--- src/rtl/bri_drive_seq_if.sv ---
// Bundle of the bridge sequencer's timer-side and gate-side signals.
// The slave modport is the sequencer; the master modport is whatever drives it.
interface bri_drive_seq_if #(
  parameter int DEAD_W = 4
);
  logic              clk_4f_en;
  logic              state_start;
  logic [7:0]        count;
  logic [7:0]        half_num;
  logic [DEAD_W-1:0] dead_cyc;
  logic              bri_a;
  logic              bri_b;
  logic              timer_stop;
  logic              pulse_done;
  logic              pulse_abort;
  logic              busy;
  logic              phase_tick;

  modport master (
    output clk_4f_en, state_start, count, half_num, dead_cyc,
    input  bri_a, bri_b, timer_stop, pulse_done, pulse_abort, busy, phase_tick
  );

  modport slave (
    input  clk_4f_en, state_start, count, half_num, dead_cyc,
    output bri_a, bri_b, timer_stop, pulse_done, pulse_abort, busy, phase_tick
  );
endinterface

--- src/rtl/bri_drive_seq.sv ---
// H-bridge transmit-pulse sequencer: turns the timer's quarter-period count into
// dead-time-protected diagonal-leg gate drives and freezes the timer at pulse end.
module bri_drive_seq #(
  parameter int DEAD_W = 4
) (
  input  logic           clk_dds,
  input  logic           rst,
  bri_drive_seq_if.slave bus
);

  typedef enum logic [1:0] {IDLE, DRIVE, DEAD, DONE} state_t;

  state_t            state, state_nxt;
  logic              start_d;
  logic              start_edge;
  logic [7:0]        base, base_nxt;
  logic [6:0]        n, n_nxt;
  logic              leg, leg_nxt;
  logic [DEAD_W-1:0] dead_cnt, dead_cnt_nxt;
  logic [7:0]        el;
  logic [6:0]        hp;
  logic              want;
  logic              a_nxt, b_nxt, stop_nxt, done_nxt, abort_nxt, busy_nxt;

  // Elapsed quarters are taken modulo 256 so a count wrap mid-pulse is harmless.
  assign start_edge = bus.state_start & ~start_d;
  assign el         = bus.count - base;
  assign hp         = el[7:1];
  assign want       = el[1];

  always_comb begin
    state_nxt    = state;
    base_nxt     = base;
    n_nxt        = n;
    leg_nxt      = leg;
    dead_cnt_nxt = dead_cnt;
    a_nxt        = 1'b0;
    b_nxt        = 1'b0;
    stop_nxt     = 1'b0;
    done_nxt     = 1'b0;
    abort_nxt    = 1'b0;

    case (state)
      IDLE: begin
        if (start_edge) begin
          base_nxt = bus.count;
          n_nxt    = bus.half_num[6:0];
          leg_nxt  = 1'b0;
          if (bus.half_num[6:0] != 7'd0) begin
            state_nxt = DRIVE;
            a_nxt     = 1'b1;
          end else begin
            state_nxt = DONE;
            stop_nxt  = 1'b1;
            done_nxt  = 1'b1;
          end
        end
      end

      DRIVE: begin
        if (!bus.state_start) begin
          state_nxt = IDLE;
          abort_nxt = 1'b1;
        end else if (hp == n) begin
          state_nxt = DONE;
          stop_nxt  = 1'b1;
          done_nxt  = 1'b1;
        end else if (want != leg) begin
          // Both legs stay low for at least this cycle; zero dead time re-enters DRIVE.
          leg_nxt      = want;
          dead_cnt_nxt = bus.dead_cyc;
          if (bus.dead_cyc != '0) state_nxt = DEAD;
        end else begin
          a_nxt = ~leg;
          b_nxt = leg;
        end
      end

      DEAD: begin
        if (!bus.state_start) begin
          state_nxt = IDLE;
          abort_nxt = 1'b1;
        end else if (hp == n) begin
          state_nxt = DONE;
          stop_nxt  = 1'b1;
          done_nxt  = 1'b1;
        end else if (dead_cnt <= DEAD_W'(1)) begin
          state_nxt = DRIVE;
          leg_nxt   = want;
          a_nxt     = ~want;
          b_nxt     = want;
        end else begin
          dead_cnt_nxt = dead_cnt - DEAD_W'(1);
        end
      end

      DONE: begin
        stop_nxt = 1'b1;
        if (!bus.state_start) begin
          state_nxt = IDLE;
          stop_nxt  = 1'b0;
        end
      end

      default: state_nxt = IDLE;
    endcase

    busy_nxt = (state_nxt == DRIVE) || (state_nxt == DEAD);
  end

  always_ff @(posedge clk_dds or posedge rst) begin
    if (rst) begin
      state           <= IDLE;
      start_d         <= 1'b0;
      base            <= 8'd0;
      n               <= 7'd0;
      leg             <= 1'b0;
      dead_cnt        <= '0;
      bus.bri_a       <= 1'b0;
      bus.bri_b       <= 1'b0;
      bus.timer_stop  <= 1'b0;
      bus.pulse_done  <= 1'b0;
      bus.pulse_abort <= 1'b0;
      bus.busy        <= 1'b0;
      bus.phase_tick  <= 1'b0;
    end else begin
      state           <= state_nxt;
      start_d         <= bus.state_start;
      base            <= base_nxt;
      n               <= n_nxt;
      leg             <= leg_nxt;
      dead_cnt        <= dead_cnt_nxt;
      bus.bri_a       <= a_nxt;
      bus.bri_b       <= b_nxt;
      bus.timer_stop  <= stop_nxt;
      bus.pulse_done  <= done_nxt;
      bus.pulse_abort <= abort_nxt;
      bus.busy        <= busy_nxt;
      bus.phase_tick  <= bus.clk_4f_en & busy_nxt;
    end
  end

endmodule

--- src/flat_wrapper.sv ---
// flat-port wrapper written by rule: the top's interface ports become plain ports
module bri_drive_seq_flat 
#(
  parameter int DEAD_W = 4
)
  (clk_dds, rst, bus_clk_4f_en, bus_state_start, bus_count, bus_half_num, bus_dead_cyc, bus_bri_a, bus_bri_b, bus_timer_stop, bus_pulse_done, bus_pulse_abort, bus_busy, bus_phase_tick);
  bri_drive_seq_if #(.DEAD_W(DEAD_W)) bus_i ();
  input  logic clk_dds;
  input  logic rst;
  input wire logic [$bits(bus_i.clk_4f_en)-1:0] bus_clk_4f_en;
  input wire logic [$bits(bus_i.state_start)-1:0] bus_state_start;
  input wire logic [$bits(bus_i.count)-1:0] bus_count;
  input wire logic [$bits(bus_i.half_num)-1:0] bus_half_num;
  input wire logic [$bits(bus_i.dead_cyc)-1:0] bus_dead_cyc;
  output wire logic [$bits(bus_i.bri_a)-1:0] bus_bri_a;
  output wire logic [$bits(bus_i.bri_b)-1:0] bus_bri_b;
  output wire logic [$bits(bus_i.timer_stop)-1:0] bus_timer_stop;
  output wire logic [$bits(bus_i.pulse_done)-1:0] bus_pulse_done;
  output wire logic [$bits(bus_i.pulse_abort)-1:0] bus_pulse_abort;
  output wire logic [$bits(bus_i.busy)-1:0] bus_busy;
  output wire logic [$bits(bus_i.phase_tick)-1:0] bus_phase_tick;
  assign bus_i.clk_4f_en = bus_clk_4f_en;
  assign bus_i.state_start = bus_state_start;
  assign bus_i.count = bus_count;
  assign bus_i.half_num = bus_half_num;
  assign bus_i.dead_cyc = bus_dead_cyc;
  assign bus_bri_a = bus_i.bri_a;
  assign bus_bri_b = bus_i.bri_b;
  assign bus_timer_stop = bus_i.timer_stop;
  assign bus_pulse_done = bus_i.pulse_done;
  assign bus_pulse_abort = bus_i.pulse_abort;
  assign bus_busy = bus_i.busy;
  assign bus_phase_tick = bus_i.phase_tick;
  bri_drive_seq #(.DEAD_W(DEAD_W)) u_core (.clk_dds(clk_dds), .rst(rst), .bus(bus_i));
endmodule
--- config.mk ---
export PLATFORM = sky130hd
export DESIGN_NAME = bri_drive_seq_flat
export DESIGN_NICKNAME = d
export VERILOG_FILES = /design/src/rtl/bri_drive_seq_if.sv /design/src/rtl/bri_drive_seq.sv /design/src/flat_wrapper.sv
export SDC_FILE = /design/constraint.sdc
export NUM_CORES = 1
export LEC_CHECK = 0
export CAP_MARGIN = 20
export CORE_AREA = 2 2 75 77
export DETAILED_ROUTE_END_ITERATION = 12
export DIE_AREA = 0 0 77 79
export SYNTH_ARGS = -nofsm -noshare
export SYNTH_HDL_FRONTEND = slang
export SYNTH_SLANG_ARGS = --single-unit
--- constraint.sdc ---
create_clock -name clk_dds -period 6.09 [get_ports clk_dds]
set_input_delay 1.827 -clock clk_dds [delete_from_list [all_inputs] [get_ports clk_dds]]
set_output_delay 1.827 -clock clk_dds [all_outputs]
set_load 0.05 [all_outputs]
==> results_dict.tcl <==
set metrics [dict create \
    drv_slew 0 \
    cts-hold-fix-buffers 0 \
    insertion_delay_ns 0.28 \
    drt_iter0_markers 36 \
    post_cts_buffers 0 \
    synth-edff-count 0 \
    hold_path.startpoint "u_core.base[0]" \
    core_area_um2 5338 \
    placed_wire_length_estimate_after_detailed_placement_mm 3.044 \
    grt_pass1_wl_mm 7.210 \
    timing.max_cap.violations 0 \
    hold_path_class "register to register" \
    cp-end-kind "register" \
    routed_wire_length_mm 3.979 \
    die_w_um 77 \
    max_freq_mhz 211.1 \
    fin_skew_ns 0.007463 \
    worst-slew-pin-transition_ns 0.8823 \
    tritoncts_clock_tree "done" \
    drcViolationCount 0 \
    path_clk_slew_ns 0.07 \
    worstReg2RegEnd "u_core.bus.phase_tick" \
    critical_path.reg2reg.startpoint "u_core.base[0]" \
    yosys_most_used_dff "sky130_fd_sc_hd__dfrtp_1" \
    die_height_um 79 \
    grt_max_degree 31 \
    regArea_um2 750.7 \
    floorplan.initialDensity_pct 36.17 \
    synth_sequential_area_ratio_pct 38.89 \
    num_vias 1500 \
    setup-violations-final 0 \
    clock_tree.htree_level_count 2 \
    final_net_count 269 \
    hold_path_depth 1 \
    share_of_layout_cells_above_drive_strength_1_pct 13.97 \
    setup-tns-final_ns 0 \
    timing.critical_path.fanout_max 6 \
    min_period_over_period_pct 77.79 \
    post-route-min-period_ns 4.737 \
    gpl.final_weighted_congestion 0.7853 \
    antennaDiodeCount 0 \
    class_of_the_most_critical_setup_path "input pin to register" \
    ys_seq_elements 30 \
    synth_cells 195 \
    worst_setup_path_start_kind "input pin" \
    fin_ws_ns 1.353 \
    postSynthNetCount 236 \
    antenna_violating_nets_left 0 \
    cts_made_buffers 5 \
    synthMostInstantiatedCell "sky130_fd_sc_hd__dfrtp_1" \
    crit_required_ns 6.26 \
    power.static_leakage_nw 1.041 \
    cts-root-to-sink-buffers 2 \
    grt_antenna_before_repair 0 \
    floorplan.io_pins 31 \
    grt_pass1_vias 1576 \
    asr_flop_ratio_synth_pct 100.0 \
    place_ws_ns 1.025 \
    fillers 559 \
    drt-vias-per-instance 4.983 \
    clock_tree.root_cell "sky130_fd_sc_hd__clkbuf_8" \
    critical_path_arrival_ns 4.91 \
    area_of_the_mapped_netlist_um2 1931 \
    min_to "u_core.base[0]" \
    yosysWarnings 0 \
    dieArea_um2 6083 \
    synth_top_cell_area_share_pct 38.89 \
    setup_slack_of_the_most_critical_reg_to_reg_path_ns 2.97 \
    clock_sinks 30 \
    grt_setup_unrepaired "no" \
    fp_rows 27 \
    synth.top_cells.by_count "30 x sky130_fd_sc_hd__dfrtp_1, 18 x sky130_fd_sc_hd__inv_1, 16 x sky130_fd_sc_hd__ha_1, 16 x sky130_fd_sc_hd__mux2_2" \
    per_instance_average_area_after_synthesis_um2 9.901 \
    routed_wire_length_per_instance_um 13.22 \
    outcome "completed" \
    worst_vdd_drop_mv 0.2004 \
    yosys.area.top_type "sky130_fd_sc_hd__dfrtp_1" \
    cts-resized-gates 0 \
    multi_input_comb_area_um2 1096 \
    flow.area_growth_from_synthesis_pct 23.98 \
    largest_cells_by_area_after_synthesis "sky130_fd_sc_hd__dfrtp_1 39%, sky130_fd_sc_hd__ha_1 10%, sky130_fd_sc_hd__mux2_2 9.3%, sky130_fd_sc_hd__inv_1 3.5%, sky130_fd_sc_hd__nand2_1 2.7%" \
    worstRegToRegCells 10 \
    total_congestion_overflow 0 \
    placement.io_buffers 29 \
    detailedRoute.firstPassIterationCount 4 \
    report.final.hold_viol_count 0 \
    cellPowerDensity_nw_per_um2 517.8 \
    globalRouteTotalUtil_pct 15.02 \
    slew-limit-headroom_pct 41.00 \
    synth.lib_cells_used.distinct 45 \
]
routing by layer:
layer	up-vias	share of wire (%)	track usage, %
met3	4	3.3	3.864
met1	719	44	17.54
met4	0	1.3	5.357
li1	753	-	-
met5	-	0	0
met2	24	51	26.75
layout by cell type (no fill, tap or decap), types with 3 or more instances in the layout:
cell                              netlist  final
sky130_fd_sc_hd__inv_1                 18     18
sky130_fd_sc_hd__nand2_1               14     14
sky130_fd_sc_hd__o21ai_0               10     10
sky130_fd_sc_hd__a22oi_1                3      3
sky130_fd_sc_hd__nand3_1                6      6
sky130_fd_sc_hd__xor2_1                 5      5
sky130_fd_sc_hd__a21oi_1                7      7
sky130_fd_sc_hd__nand2b_1               3      3
sky130_fd_sc_hd__clkbuf_8               0      6
sky130_fd_sc_hd__ha_1                  16     16
sky130_fd_sc_hd__xnor2_1                4      4
sky130_fd_sc_hd__dfrtp_1               30     30
sky130_fd_sc_hd__mux2_2                16     16
sky130_fd_sc_hd__clkdlybuf4s50_1        0     29
sky130_fd_sc_hd__a211oi_1               3      3
sky130_fd_sc_hd__nor2_1                14     14
state kept, by name, indices dropped and copies added (netlist names):
signal,cells
u_core.start_d,1
u_core.state,2
u_core.bus.timer_stop,1
u_core.bus.bri_b,1
u_core.bus.phase_tick,1
u_core.bus.pulse_abort,1
u_core.n,7
u_core.bus.bri_a,1
u_core.base,8
u_core.dead_cnt,4
u_core.leg,1
u_core.bus.pulse_done,1
u_core.bus.busy,1
worst max-delay path, cell delays in order:
cell	delay, ns
sky130_fd_sc_hd__clkdlybuf4s50_1	0.49
sky130_fd_sc_hd__inv_1	0.08
sky130_fd_sc_hd__fa_1	0.44
sky130_fd_sc_hd__nand2b_1	0.18
sky130_fd_sc_hd__a21oi_1	0.16
sky130_fd_sc_hd__xor2_1	0.17
sky130_fd_sc_hd__mux2_2	0.35
sky130_fd_sc_hd__nor4_2	0.52
sky130_fd_sc_hd__a31oi_1	0.25
sky130_fd_sc_hd__a22o_1	0.25
sky130_fd_sc_hd__and4_1	0.16
worst max-delay path by stage:
stage / from / slack (ns) / end / cells past startpoint
4_1_cts: bus_count[1] / 1.34 / u_core.bus.phase_tick / 11
6_report: bus_count[1] / 1.35 / u_core.bus.phase_tick / 11
2_1_floorplan: bus_count[1] / 1.89 / u_core.bus.phase_tick / 10
3_3_place_gp: bus_count[1] / 1.08 / u_core.bus.phase_tick / 11
3_5_place_dp: bus_count[1] / 1.02 / u_core.bus.phase_tick / 11
5_1_grt: bus_count[1] / 1.14 / u_core.bus.phase_tick / 11
report_power, final:
part | leakage [nW] | total [mW] | switching, mW | internal (mW)
clock network | 0.0482 | 0.165 | 0.0742 | 0.0910
logic | 0.625 | 0.726 | 0.397 | 0.329
registers | 0.367 | 0.348 | 0.0594 | 0.289
area by class of cell:
type                    instances  share of cell area [%]
flip-flops and latches         30                   31.36
repair buffers                 30                   12.44
multi-input cells             143                   45.79
clock buffers                   7                   3.607
well taps                      72                   3.764
clock inverters                 1                  0.2091
inverters                      18                   2.823
kinds of logic (layout without fill, tap and decap cells):
family                   after synthesis  count (layout)  share of synthesized area [%]
flip-flops                            30              30                          38.89
XOR/XNOR                              10              10                          4.925
AO/OA/AOI/OAI                         44              44                          15.94
buffers and inverters                 22              56                          4.342
multiplexers                          18              18                          10.37
adder cells (fa/ha/maj)               17              17                          11.41
AND/OR/NAND/NOR                       54              54                          14.13
through the flow:
step | hold WS (ns) | std cells | utilization [%] | total power [mW] | instance area, um2
detailed placement | 0.4873 | 293 | 43.13 | 1.080 | 2302
global placement | 0.4797 | 293 | 43.13 | 1.071 | 2302
global route | 0.5171 | 301 | 44.84 | 1.364 | 2394
floorplan | 0.4706 | 195 | - | 0.9171 | 1931
finish | 0.4982 | 301 | 44.84 | 1.239 | 2394
CTS | 0.5028 | 301 | 44.84 | 1.254 | 2394
Note: power is estimated with default switching activity, not from simulation.
